`src/rtl/ca_pkg.sv`:
```
// Shared types and helpers for the elementary cellular-automaton line engine.
package ca_pkg;

  typedef enum logic [2:0] {
    S_IDLE,
    S_SEED,
    S_EMIT,
    S_WAIT,
    S_DONE
  } state_t;

  // Each 32-bit word carries 4 one-byte pixels; lane i is pixel 4w+i.
  localparam int LANES  = 4;
  localparam int LANE_W = 8;

  function automatic int pix_of(input int cols_words);
    return LANES * cols_words;
  endfunction

  function automatic int width_of(input int n);
    return (n > 1) ? $clog2(n) : 1;
  endfunction

endpackage

```
`src/rtl/ca_rule_slice.sv`:
```
// Next-generation bits for one word: 4 cells plus one neighbour on each side.
module ca_rule_slice
  import ca_pkg::*;
(
  input  logic [LANES+1:0] win,
  input  logic [7:0]       rule,
  output logic [LANES-1:0] nxt
);

  // win[i] is the left neighbour of lane i, win[i+2] its right neighbour.
  always_comb begin
    nxt = '0;
    for (int i = 0; i < LANES; i++) begin
      nxt[i] = rule[{win[i], win[i+1], win[i+2]}];
    end
  end

endmodule

```
`src/rtl/cell_automaton_gen.sv`:
```
// Draws ROWS generations of a 1-D Wolfram-rule automaton, one word per de_req/de_ack write.
// Define CA_WRAP_EN for a toroidal line; otherwise cells beyond either end read as dead.
module cell_automaton_gen
  import ca_pkg::*;
#(
  parameter int          COLS_WORDS = 160,
  parameter int          ROWS       = 480,
  parameter logic [17:0] BASE_ADDR  = 18'h0,
  parameter int          STRIDE     = 160,
  parameter logic [7:0]  FG_COLOUR  = 8'hFF,
  parameter logic [7:0]  BG_COLOUR  = 8'h00,
  localparam int         PIX        = pix_of(COLS_WORDS),
  localparam int         PIX_W      = $clog2(PIX)
) (
  input  logic             clk,
  input  logic             rst,
  input  logic             req,
  output logic             ack,
  output logic             busy,
  input  logic [7:0]       rule,
  input  logic [PIX_W-1:0] seed_pos,
  output logic             de_req,
  input  logic             de_ack,
  output logic [17:0]      de_addr,
  output logic [3:0]       de_nbyte,
  output logic [31:0]      de_w_data
);

  localparam int ROW_W  = width_of(ROWS);
  localparam int WORD_W = width_of(COLS_WORDS);

  state_t              state_q, state_d;
  logic                ack_q, ack_d, busy_q, busy_d, de_req_q, de_req_d;
  logic [17:0]         de_addr_q, de_addr_d;
  logic [3:0]          de_nbyte_q, de_nbyte_d;
  logic [31:0]         de_w_data_q, de_w_data_d;
  logic [7:0]          rule_q, rule_d;
  logic [PIX_W-1:0]    seed_q, seed_d;
  logic [ROW_W-1:0]    row_q, row_d;
  logic [WORD_W-1:0]   word_q, word_d;
  logic                sel_q, sel_d;
  logic [PIX-1:0]      buf0_q, buf0_d, buf1_q, buf1_d;

  logic [PIX-1:0]      cur, seed_vec;
  logic [PIX+1:0]      ext;
  logic [LANES+1:0]    win;
  logic [LANES-1:0]    cur_nib, nxt_nib;
  logic                last_word, last_row;

  assign cur       = sel_q ? buf1_q : buf0_q;
  assign cur_nib   = cur[LANES*int'(word_q) +: LANES];
  assign win       = ext[LANES*int'(word_q) +: LANES+2];
  assign last_word = (word_q == WORD_W'(COLS_WORDS - 1));
  assign last_row  = (row_q == ROW_W'(ROWS - 1));

  // ext[0] and ext[PIX+1] stand in for the cells just outside the line.
`ifdef CA_WRAP_EN
  assign ext = {cur[0], cur, cur[PIX-1]};
`else
  assign ext = {1'b0, cur, 1'b0};
`endif

  always_comb begin
    seed_vec = '0;
    if (int'(seed_q) < PIX) seed_vec[seed_q] = 1'b1;
  end

  ca_rule_slice u_slice (
    .win  (win),
    .rule (rule_q),
    .nxt  (nxt_nib)
  );

  always_ff @(posedge clk or posedge rst) begin
    if (rst) state_q <= S_IDLE;
    else     state_q <= state_d;
  end

  always_comb begin
    state_d = state_q;
    case (state_q)
      S_IDLE:  if (req) state_d = S_SEED;
      S_SEED:  state_d = S_EMIT;
      S_EMIT:  state_d = S_WAIT;
      S_WAIT:  if (de_ack) state_d = (last_word && last_row) ? S_DONE : S_EMIT;
      S_DONE:  state_d = S_IDLE;
      default: state_d = S_IDLE;
    endcase
  end

  always_comb begin
    ack_d       = 1'b0;
    busy_d      = busy_q;
    de_req_d    = de_req_q;
    de_addr_d   = de_addr_q;
    de_nbyte_d  = de_nbyte_q;
    de_w_data_d = de_w_data_q;
    rule_d      = rule_q;
    seed_d      = seed_q;
    row_d       = row_q;
    word_d      = word_q;
    sel_d       = sel_q;
    buf0_d      = buf0_q;
    buf1_d      = buf1_q;
    case (state_q)
      S_IDLE: begin
        busy_d = 1'b0;
        if (req) begin
          ack_d  = 1'b1;
          rule_d = rule;
          seed_d = seed_pos;
        end
      end
      S_SEED: begin
        busy_d = 1'b1;
        sel_d  = 1'b0;
        buf0_d = seed_vec;
        row_d  = '0;
        word_d = '0;
      end
      S_EMIT: begin
        de_req_d   = 1'b1;
        de_addr_d  = BASE_ADDR + 18'(int'(row_q) * STRIDE) + 18'(word_q);
        de_nbyte_d = 4'b0000;
        for (int i = 0; i < LANES; i++) begin
          de_w_data_d[LANE_W*i +: LANE_W] = cur_nib[i] ? FG_COLOUR : BG_COLOUR;
        end
      end
      S_WAIT: begin
        if (de_ack) begin
          de_req_d = 1'b0;
          // The next row is built in whichever buffer is not being displayed.
          if (sel_q) buf0_d[LANES*int'(word_q) +: LANES] = nxt_nib;
          else       buf1_d[LANES*int'(word_q) +: LANES] = nxt_nib;
          if (last_word) begin
            word_d = '0;
            row_d  = row_q + 1'b1;
            sel_d  = ~sel_q;
            if (last_row) busy_d = 1'b0;
          end else begin
            word_d = word_q + 1'b1;
          end
        end
      end
      S_DONE:  busy_d = 1'b0;
      default: busy_d = 1'b0;
    endcase
  end

  always_ff @(posedge clk or posedge rst) begin
    if (rst) begin
      ack_q       <= 1'b0;
      busy_q      <= 1'b0;
      de_req_q    <= 1'b0;
      de_addr_q   <= '0;
      de_nbyte_q  <= 4'hF;
      de_w_data_q <= '0;
      rule_q      <= '0;
      seed_q      <= '0;
      row_q       <= '0;
      word_q      <= '0;
      sel_q       <= 1'b0;
    end else begin
      ack_q       <= ack_d;
      busy_q      <= busy_d;
      de_req_q    <= de_req_d;
      de_addr_q   <= de_addr_d;
      de_nbyte_q  <= de_nbyte_d;
      de_w_data_q <= de_w_data_d;
      rule_q      <= rule_d;
      seed_q      <= seed_d;
      row_q       <= row_d;
      word_q      <= word_d;
      sel_q       <= sel_d;
    end
  end

  // Line buffers keep their contents across reset; SEED rewrites them before use.
  always_ff @(posedge clk) begin
    buf0_q <= buf0_d;
    buf1_q <= buf1_d;
  end

  assign ack       = ack_q;
  assign busy      = busy_q;
  assign de_req    = de_req_q;
  assign de_addr   = de_addr_q;
  assign de_nbyte  = de_nbyte_q;
  assign de_w_data = de_w_data_q;

endmodule

```
`config.mk`:
```
export PLATFORM = sky130hd
export DESIGN_NAME = cell_automaton_gen
export DESIGN_NICKNAME = d
export VERILOG_FILES = /design/src/rtl/ca_pkg.sv /design/src/rtl/ca_rule_slice.sv /design/src/rtl/cell_automaton_gen.sv
export SDC_FILE = /design/constraint.sdc
export NUM_CORES = 2
export LEC_CHECK = 0
export BUFFER_PORTS_ARGS = -buffer_cell sky130_fd_sc_hd__buf_2
export CAP_MARGIN = 20
export CORE_MARGIN = 2
export CORE_UTILIZATION = 40
export DETAILED_ROUTE_END_ITERATION = 10
export PLACE_DENSITY = 0.63
export REMOVE_ABC_BUFFERS = 1
export SLEW_MARGIN = 10
export SYNTH_ARGS = -nofsm -noshare
export SYNTH_HDL_FRONTEND = slang
export SYNTH_SLANG_ARGS = --single-unit
```
`constraint.sdc`:
```
create_clock -name clk -period 4.69 [get_ports clk]
set_input_delay 0.7035 -clock clk [delete_from_list [all_inputs] [get_ports clk]]
set_output_delay 0.7035 -clock clk [all_outputs]
set_load 0.1 [all_outputs]
```
==> results_dict.tcl <==
set metrics [dict create \
    drc_errors 0 \
    power_frac_comb_pct 61.2 \
    yosys.area.top_type_share_pct 54.89 \
    cts_inserted_buffers 152 \
    power.share.switching_pct 46.07 \
    num_vias 62290 \
    synth.area.top_cells "edfxtp_1 (55%), mux4_2 (12%), o22ai_1 (5.2%)" \
    fillers 15040 \
    gp_congestion 1.054 \
    final_area_um2 87720 \
    layout_setup_ws_ns -0.2182 \
    nets 6348 \
    ys_types 87 \
    period_share_pct 104.7 \
    path_clk_slew_ns 0.06 \
    area_delta_synth_final_pct 25.27 \
    num_rows 153 \
    multi_input_area_um2 27640 \
    ys_seq_elements 1345 \
    cts_tree "yes" \
    sequentialPowerShare_pct 21.3 \
    power_switching_mw 32.66 \
    fmax_mhz 203.7 \
    slew_viol_final 0 \
    start_util_pct 40.29 \
    synth_warnings 0 \
    place_hpwl_um 247600 \
    p_int_mw 38.23 \
    grt_use_total_pct 39.05 \
    worstSetupStartpointType "flop" \
    synthFlopType "edfxtp_1" \
    vdd_drop_max_mv 0.7152 \
    setup.worst_path.end_class "flop" \
    synth_common_cells "edfxtp_1 (1280), nand2_1 (655), nor2_1 (655)" \
    io_pins 79 \
    fin_util_pct 50.47 \
    clk_path_buf_depth 3 \
    setup.worst_path.class "reg -> reg" \
    cp.required_ns 5.29 \
    final-hold-violation-count 0 \
    powerDensity_nw_per_um2 808.2 \
    seq_area_um2 40090 \
    grt_antenna_before_repair 20 \
    max-cap-violations 0 \
    yosys.area.top_type "edfxtp_1" \
    status "finished with violations" \
    wire_per_inst_um 41.23 \
    total_power_mw 70.89 \
    avgSynthCellArea_um2 12.28 \
    grt_pass1_wl_um 479900 \
    place_area_um2 79140 \
    slew_headroom_pct 12.46 \
    final_cells 8775 \
    drt_iter0_drc 11960 \
    postSynthCellCount 5702 \
    synth_edf_count 1280 \
    clock_latency_ns 0.88 \
    rsz0062_at_grt "yes" \
    post-synth-top-count-cell "edfxtp_1" \
    finalWirelength_um 361800 \
    first_global_vias 57150 \
    syn_area_um2 70030 \
    crit_arrival_ns 5.50 \
    ant_nets 0 \
    fin_skew_ns 0.06314 \
    reg2reg_slack_ns -0.22 \
    clockRootBuffer "clkbuf_16" \
    die_h_um 422.4 \
    die_area_um2 178400 \
    yosysSeqAreaShare_pct 57.21 \
    drive_gt1_share_pct 29.98 \
    core_um2 173800 \
    tightest_slew_ns 1.313 \
    io_buffer_count 78 \
    holdCritPathClass "in -> reg" \
    final-setup-viol-count 808 \
    p_leak_nw 30.31 \
    grt_max_degree 62 \
    die_w_um 422.4 \
    drt_pass1_iterations 8 \
    finalCriticalPeriod_ns 4.908 \
    synthArstFlopShare_pct 4.833 \
    clock_sinks 1345 \
    violations "negative setup slack" \
    grt.overflow.total 0 \
    viasPerCell 7.099 \
    placed_cells 8329 \
    crit_fanout 8 \
    power_frac_clock_pct 17.5 \
    htreeDepth 4 \
]
[placed cells by master (no fill, tap or decap), drive strengths merged, types with 14 or more instances in the layout]
cell / count
a211oi: 15
a21oi: 207
a22oi: 64
a31oi: 17
and2: 42
and3: 27
buf: 1073
bufinv: 15
clkbuf: 224
clkinv: 57
dfrtp: 64
diode: 22
edfxtp: 1280
ha: 21
inv: 35
mux2: 46
mux2i: 178
mux4: 360
nand2: 655
nand2b: 15
nand3: 79
nand4: 54
nor2: 655
nor2b: 24
nor3: 239
nor3b: 14
nor4: 34
o21ai: 67
o22ai: 579
o32ai: 95
xor2: 14
[metrics by stage]
| step | TNS [ns] | setup WS (ns) | hold slack (ns) |
|---|---|---|---|
| 4_1_cts | -0.5198 | -0.04219 | 0.04325 |
| 3_3_place_gp | -405.59 | -0.4680 | 0.4559 |
| 2_1_floorplan | - | -26.31 | 0.4660 |
| 6_report | -61.64 | -0.2182 | 0.07030 |
| 3_5_place_dp | -425.54 | -0.5001 | 0.4650 |
| 5_1_grt | -59.01 | -0.1724 | 0.06953 |
[logic make-up after synthesis]
group,Yosys count,share of synthesized area [%]
AND/OR/NAND/NOR,1878,11.66
flip-flops,1345,57.21
AO/OA/AOI/OAI,1152,10.69
buffers and inverters,697,4.860
multiplexers,584,14.86
XOR/XNOR,23,0.2877
adder cells (fa/ha/maj),23,0.4324
[flip-flops by register name, indices dropped and copies added, names as in the netlist, 3 cells and up]
signal     count
state_q        3
buf1_q       640
buf0_q       640
de_w_data      4
word_q         8
seed_q        10
de_addr       18
rule_q         8
row_q          9
[layout make-up]
class	count	area share, %
flip-flops and latches	1345	45.70
multi-input cells	3660	31.51
repair buffers	1113	13.47
clock buffers	192	4.507
well taps	2325	3.316
clock inverters	87	1.301
inverters	31	0.1355
diodes	22	0.06276
[path summary, 6_finish.rpt]
path / depth (start not counted) / to / startpoint
min: 2 / seed_q[0]$_DFFE_PP0P_ / seed_pos[0]
min in group asynchronous: 3 / de_addr[5]$_DFFE_PP0P_ / rst
max in group asynchronous: 4 / word_q[1]$_DFFE_PP0P_ / rst
max: 18 / buf0_q[242]$_DFFE_PP_ / sel_q$_DFFE_PP0P_
max reg2reg: 18 / buf0_q[242]$_DFFE_PP_ / sel_q$_DFFE_PP0P_
min reg2reg: 2 / de_addr[15]$_DFFE_PP0P_ / de_addr[15]$_DFFE_PP0P_
[critical path, cell delays in order (launching register included)]
cell and delay (ns):
dfrtp_4 0.46, buf_12 0.17, buf_16 0.18, bufbuf_16 0.30
mux4_2 0.56, o32ai_4 0.27, a221oi_4 0.11, a22oi_2 0.27
nand4b_1 0.14, or4_4 0.58, buf_8 0.16, or3b_1 0.38
o211ai_1 0.10, buf_4 0.17, clkbuf_16 0.21, buf_12 0.15
buf_16 0.17, buf_6 0.12, o22ai_1 0.06
[power groups by stage]
stage	Combinational, mW	Clock, mW	Sequential (mW)
2_1_floorplan	9.20	0	16.6
3_3_place_gp	34.3	0	15.3
3_5_place_dp	34.4	0	15.3
4_1_cts	36.9	12.3	15.0
5_1_grt	43.0	12.8	15.1
6_report	43.4	12.4	15.1
[timing repair]
action,in CTS,in global routing
endpoints found under the hold margin,44,0
hold buffers,1,0
pin swaps,13,26
gates resized for setup,104,184
setup endpoints to repair,1280,1258
setup buffers,32,70
cloned,11,34
[routing by layer]
| metal | up-vias | share of wire (%) | GRT usage [%] |
|---|---|---|---|
| met1 | 30630 | 34 | 49.90 |
| met4 | 12 | 8.9 | 27.34 |
| met5 | - | 0.020 | 0 |
| met3 | 1618 | 17 | 16.46 |
| li1 | 23430 | - | - |
| met2 | 6603 | 40 | 53.17 |
No activity file was read; power rests on OpenSTA's default activity.
